### src/rtl/bpf_pkg.sv
// Shared types for the packet bank scheduler: bank lifecycle states, length width, bank index.
package bpf_pkg;

  localparam int PACKET_BYTE_ADDR_WIDTH = 12;
  // One extra bit so a completely full 4096-byte bank has a representable length.
  localparam int LEN_WIDTH = PACKET_BYTE_ADDR_WIDTH + 1;

  typedef enum logic [2:0] {
    BANK_IDLE,
    BANK_WAIT_CPU,
    BANK_CPU,
    BANK_WAIT_FWD,
    BANK_FWD,
    BANK_DROP
  } bank_state_t;

  typedef logic bank_idx_t;

endpackage

### src/rtl/bank_slot.sv
// One packet bank: lifecycle state register and latched packet length, advanced by single-cycle events.
// State changes on the edge that samples an event; the caller guarantees at most one event per edge.
module bank_slot
  import bpf_pkg::*;
#(
  parameter int LW = LEN_WIDTH
) (
  input  logic          clk,
  input  logic          rst,
  input  logic          fill,
  input  logic [LW-1:0] fill_len,
  input  logic          start,
  input  logic          verdict,
  input  logic          accept,
  input  logic          skip,
  input  logic          take,
  input  logic          freed,
  output bank_state_t   state,
  output logic [LW-1:0] len
);

  always_ff @(posedge clk) begin
    if (rst) begin
      state <= BANK_IDLE;
      len   <= '0;
    end else if (fill) begin
      state <= BANK_WAIT_CPU;
      len   <= fill_len;
    end else if (start) begin
      state <= BANK_CPU;
    end else if (verdict) begin
      state <= accept ? BANK_WAIT_FWD : BANK_DROP;
    end else if (take) begin
      state <= BANK_FWD;
    end else if (skip || freed) begin
      state <= BANK_IDLE;
    end
  end

endmodule

### src/rtl/packet_bank_sched.sv
// Ping-pong scheduler granting two packet banks to snooper, CPU and forwarder in arrival order.
// sn_done -> cpu_start is 2 cycles; sn_bank_vld low while both banks are busy is the snooper backpressure.
module packet_bank_sched #(
  parameter int PACKET_BYTE_ADDR_WIDTH = 12,
  parameter int LEN_WIDTH              = PACKET_BYTE_ADDR_WIDTH + 1,
  parameter int CNT_WIDTH              = 32
) (
  input  logic                 clk,
  input  logic                 rst,
  output logic                 sn_bank_vld,
  output logic                 sn_bank,
  input  logic                 sn_done,
  input  logic [LEN_WIDTH-1:0] sn_len,
  output logic                 cpu_start,
  output logic                 cpu_bank,
  output logic [LEN_WIDTH-1:0] cpu_len,
  input  logic                 cpu_done,
  input  logic                 cpu_accept,
  output logic                 fwd_vld,
  output logic                 fwd_bank,
  output logic [LEN_WIDTH-1:0] fwd_len,
  input  logic                 fwd_done,
  output logic [CNT_WIDTH-1:0] acc_cnt,
  output logic [CNT_WIDTH-1:0] rej_cnt
);
  import bpf_pkg::*;

  bank_state_t          st [2];
  logic [LEN_WIDTH-1:0] ln [2];
  bank_idx_t            p_sn, p_cpu, p_fwd;

  logic fill_ev, start_ev, verdict_ev, skip_ev, take_ev, free_ev;

  // Each event is qualified by the state of the bank its own pointer selects,
  // so two agents can never act on the same bank in one cycle.
  assign fill_ev    = sn_done && (sn_len != '0) && (st[p_sn] == BANK_IDLE);
  assign start_ev   = (st[p_cpu] == BANK_WAIT_CPU);
  assign verdict_ev = cpu_done && (st[p_cpu] == BANK_CPU);
  assign skip_ev    = (st[p_fwd] == BANK_DROP);
  assign take_ev    = (st[p_fwd] == BANK_WAIT_FWD);
  assign free_ev    = fwd_done && (st[p_fwd] == BANK_FWD);

  for (genvar b = 0; b < 2; b++) begin : g_bank
    bank_slot #(.LW(LEN_WIDTH)) u_slot (
      .clk      (clk),
      .rst      (rst),
      .fill     (fill_ev    && (p_sn  == bank_idx_t'(b))),
      .fill_len (sn_len),
      .start    (start_ev   && (p_cpu == bank_idx_t'(b))),
      .verdict  (verdict_ev && (p_cpu == bank_idx_t'(b))),
      .accept   (cpu_accept),
      .skip     (skip_ev    && (p_fwd == bank_idx_t'(b))),
      .take     (take_ev    && (p_fwd == bank_idx_t'(b))),
      .freed    (free_ev    && (p_fwd == bank_idx_t'(b))),
      .state    (st[b]),
      .len      (ln[b])
    );
  end

  assign sn_bank     = p_sn;
  assign sn_bank_vld = (st[p_sn] == BANK_IDLE);
  assign cpu_bank    = p_cpu;
  assign cpu_len     = ln[p_cpu];
  assign fwd_bank    = p_fwd;
  assign fwd_len     = ln[p_fwd];
  assign fwd_vld     = (st[p_fwd] == BANK_FWD);

  always_ff @(posedge clk) begin
    if (rst) begin
      p_sn      <= 1'b0;
      p_cpu     <= 1'b0;
      p_fwd     <= 1'b0;
      cpu_start <= 1'b0;
      acc_cnt   <= '0;
      rej_cnt   <= '0;
    end else begin
      cpu_start <= start_ev;
      if (fill_ev)            p_sn  <= ~p_sn;
      if (verdict_ev)         p_cpu <= ~p_cpu;
      if (skip_ev || free_ev) p_fwd <= ~p_fwd;
      if (verdict_ev &&  cpu_accept) acc_cnt <= acc_cnt + CNT_WIDTH'(1);
      if (verdict_ev && !cpu_accept) rej_cnt <= rej_cnt + CNT_WIDTH'(1);
    end
  end

endmodule
### config.mk
export PLATFORM = sky130hd
export DESIGN_NAME = packet_bank_sched
export DESIGN_NICKNAME = d
export VERILOG_FILES = /design/src/rtl/bpf_pkg.sv /design/src/rtl/bank_slot.sv /design/src/rtl/packet_bank_sched.sv
export SDC_FILE = /design/constraint.sdc
export NUM_CORES = 1
export LEC_CHECK = 0
export CORE_ASPECT_RATIO = 0.9
export CORE_UTILIZATION = 49
export DETAILED_ROUTE_END_ITERATION = 8
export PLACE_DENSITY = 0.85
export SKIP_LAST_GASP = 1
export SYNTH_ARGS = -nofsm -noshare
export SYNTH_HDL_FRONTEND = slang
export SYNTH_SLANG_ARGS = --single-unit
export TNS_END_PERCENT = 100
### constraint.sdc
create_clock -name clk -period 2.5 [get_ports clk]
set_input_delay 0.625 -clock clk [delete_from_list [all_inputs] [get_ports clk]]
set_output_delay 0.625 -clock clk [all_outputs]
set_load 0.02 [all_outputs]
==> reports/qor.csv <==
metric,value,unit
status,finished clean,
relSlewSlack,64.53,%
finalInstanceArea,6591,sq um
ys_async_sr_fraction,0,%
diodes,0,
root_buffer,clkbuf_8,
synth.top_cell.area_share,40.51,%
syn_area,4942,sq um
clock_latency,0.37,ns
dr.pass1.iters,4,
crit_required,1.88,ns
grt_pass1_wl,20630,um
routedWlPerCell,15.65,um
yosys_most_used_dff,dfxtp_1,
drive_above_1_share,11.70,%
share_seq_of_total_power,41.7,%
worstSetupPathType,reg2out,
start_kind,flip-flop,
worstPathArrival,1.80,ns
period_needed,2.424,ns
critPathCaptureType,output pin,
powerDensity,671.8,nW/um^2
cts_tree,yes,
critPathMaxFanout,10,
grt_max_degree,101,
track_usage,24.33,%
avgSynthCellArea,8.763,sq um
min_period_over_period,96.95,%
fillers,762,
clkPwrFrac,27.7,%
synth.distinct_cells,54,
drt_iter0_markers,281,
internal-power,3.030,mW
max-cap-violations,0,
syn-num-nets,585,
path_cells,buf_4 > mux2_2 > clkdlybuf4s50_1,
dp_hpwl,8965,um
synth_edf_count,0,
synth_area_leaders,"dfxtp_1, nor2_1, mux2_2",
dr_total_vias,4584,
die_y,97.28,um
pwr-share-comb,30.6,%
hold_viol,0,
post_cts_buffers,0,
grt_pass1_vias,4335,
cts_buffers,9,
synthCells,564,
area_growth,33.37,%
rrSetupSlack,0.25,ns
start_util,50.73,%
drcViolationCount,0,
clock.fmax,412.6,MHz
grt.overflow.total,0,
p_sw,1.398,mW
synth_seq_area_share,40.51,%
cts_sinks,100,
nets,700,
final_cell_count_no_fill,810,
num_rows,34,
htree_levels,3,
total_power,4.428,mW
total_leakage_power,2.556,nW
clock_skew,0.01559,ns
worstMarginPinSlew,0.5285,ns
synth_warnings,0,
cpMaxStageDelayCell,clkdlybuf4s50_1,
worst_hold_slack,0.5114,ns
die-width,107.9,um
clockBufferDepth,2,
ys_ff_latch,100,
die-area,10490,sq um
gp_congestion,0.8288,
setup_viol,0,
antenna_found_initial,0,
routed_wl,12670,um
hold_class,reg2reg,
place_inst,794,
ant_nets,0,
yosys.area.top_type,dfxtp_1,
final_util,67.66,%
coreArea,9742,sq um
rsz0062_at_grt,no,
port_buffers,114,
viasPerCell,5.659,
switching_share,31.57,%
clk_pin_slew,0.09,ns
slew_violations,0,
io_pins,115,
peakVddDrop,516.8,uV
placed_area,6314,sq um
critical_path.max_stage_delay,0.55,ns
-- path summary, 6_finish.rpt --
kind,startpoint,to,cells past startpoint
max reg2reg,g_bank[1].u_slot.state[0],acc_cnt[23],6
min,acc_cnt[31],acc_cnt[31],2
max,fwd_bank,fwd_len[6],3
min reg2reg,acc_cnt[31],acc_cnt[31],2
-- cell usage after synthesis, types with 2 or more instances --
cell	n
or4_1	2
nand3_1	21
and3b_1	2
or3_1	12
nor4_1	22
nor2b_1	4
o21ai_0	18
nand2b_1	3
inv_1	14
dfxtp_1	100
nor4b_1	3
mux2i_1	28
buf_2	9
and2_1	3
clkbuf_1	20
a21oi_1	24
a211oi_1	3
nand4_1	18
a21o_1	4
xnor2_1	36
nor2_1	90
nand3b_1	2
ha_1	2
nor3_1	15
and3_1	6
buf_1	5
mux2_2	28
o2111ai_1	2
and4_1	10
nor3b_1	3
nand2_1	22
xor2_1	11
-- layer usage --
metal  global-route usage [%]  vias to the layer above  share of wire, %
li1                         -                     2232                 -
met1                    31.53                     2194                44
met2                    38.71                      146                48
met3                    7.311                       12               6.3
met4                    7.376                        0               1.0
met5                        0                        -                 0
-- through the flow --
stage | TNS [ns] | setup slack (ns)
floorplan | 0 | 0.1923
detailed placement | -0.8817 | -0.1379
finish | 0 | 0.07636
CTS | 0 | 0.0006801
global route | 0 | 0.02704
global placement | -0.3658 | -0.06433
-- flip-flops by register name, summed over array words and instances, names as in the netlist --
| signal | flops |
|---|---|
| cpu_bank | 1 |
| rej_cnt | 32 |
| fwd_bank | 1 |
| acc_cnt | 32 |
| g_bank.u_slot.len | 26 |
| cpu_start | 1 |
| sn_bank | 1 |
| g_bank.u_slot.state | 6 |
-- power by group through the flow --
stage                     sequential, mW  clock [mW]  combinational [mW]
after floorplan                     1.83           0               0.894
after global placement              1.87           0                1.37
after detailed placement            1.88           0                1.40
after CTS                           1.84        1.25                1.37
after global routing                1.87        1.31                1.45
final                               1.85        1.23                1.35
-- critical path, delay by kind of cell, from the launching register on --
kind	cells	cell delay (ns)
buf+inv	2	0.69
flops	1	0.41
mux	1	0.33
-- what timing repair did --
action                     CTS  global route
setup endpoints to repair   28            15
hold buffers                 0             0
resized for setup           16            15
hold endpoints to repair     0             0
-- cell families after synthesis --
logic type	share of synthesized area, %
adders and majority gates	0.5062
AOI/OAI and AO/OA	7.848
DFF	40.51
and+or+nand+nor	26.10
buffers and inverters	4.202
xor gates and xnor gates	8.329
muxes	12.51
-- layout make-up --
type | instances | area (sq um) | area share, %
multi-input combinational | 414 | 2733 | 41.46
sequential | 100 | 2009 | 30.49
timing repair buffer | 140 | 1396 | 21.18
clock buffer | 12 | 165.2 | 2.506
tap | 126 | 157.7 | 2.392
clock inverter | 4 | 77.57 | 1.177
inverter | 14 | 52.55 | 0.7973
-- cells in the final DEF, fill, tap and decap left out, types with 15 or more instances in the layout --
cell type	netlist	final
dfxtp_1	100	98
nor4_1	22	22
dlymetal6s2s_1	0	15
nor2_1	90	90
clkdlybuf4s50_1	0	87
mux2_2	28	28
o21ai_0	18	18
buf_4	0	22
nand2_1	22	22
nand4_1	18	18
xnor2_1	36	36
nand3_1	21	21
nor3_1	15	15
mux2i_1	28	28
a21oi_1	24	24
Note: power is estimated with default switching activity, not from simulation.
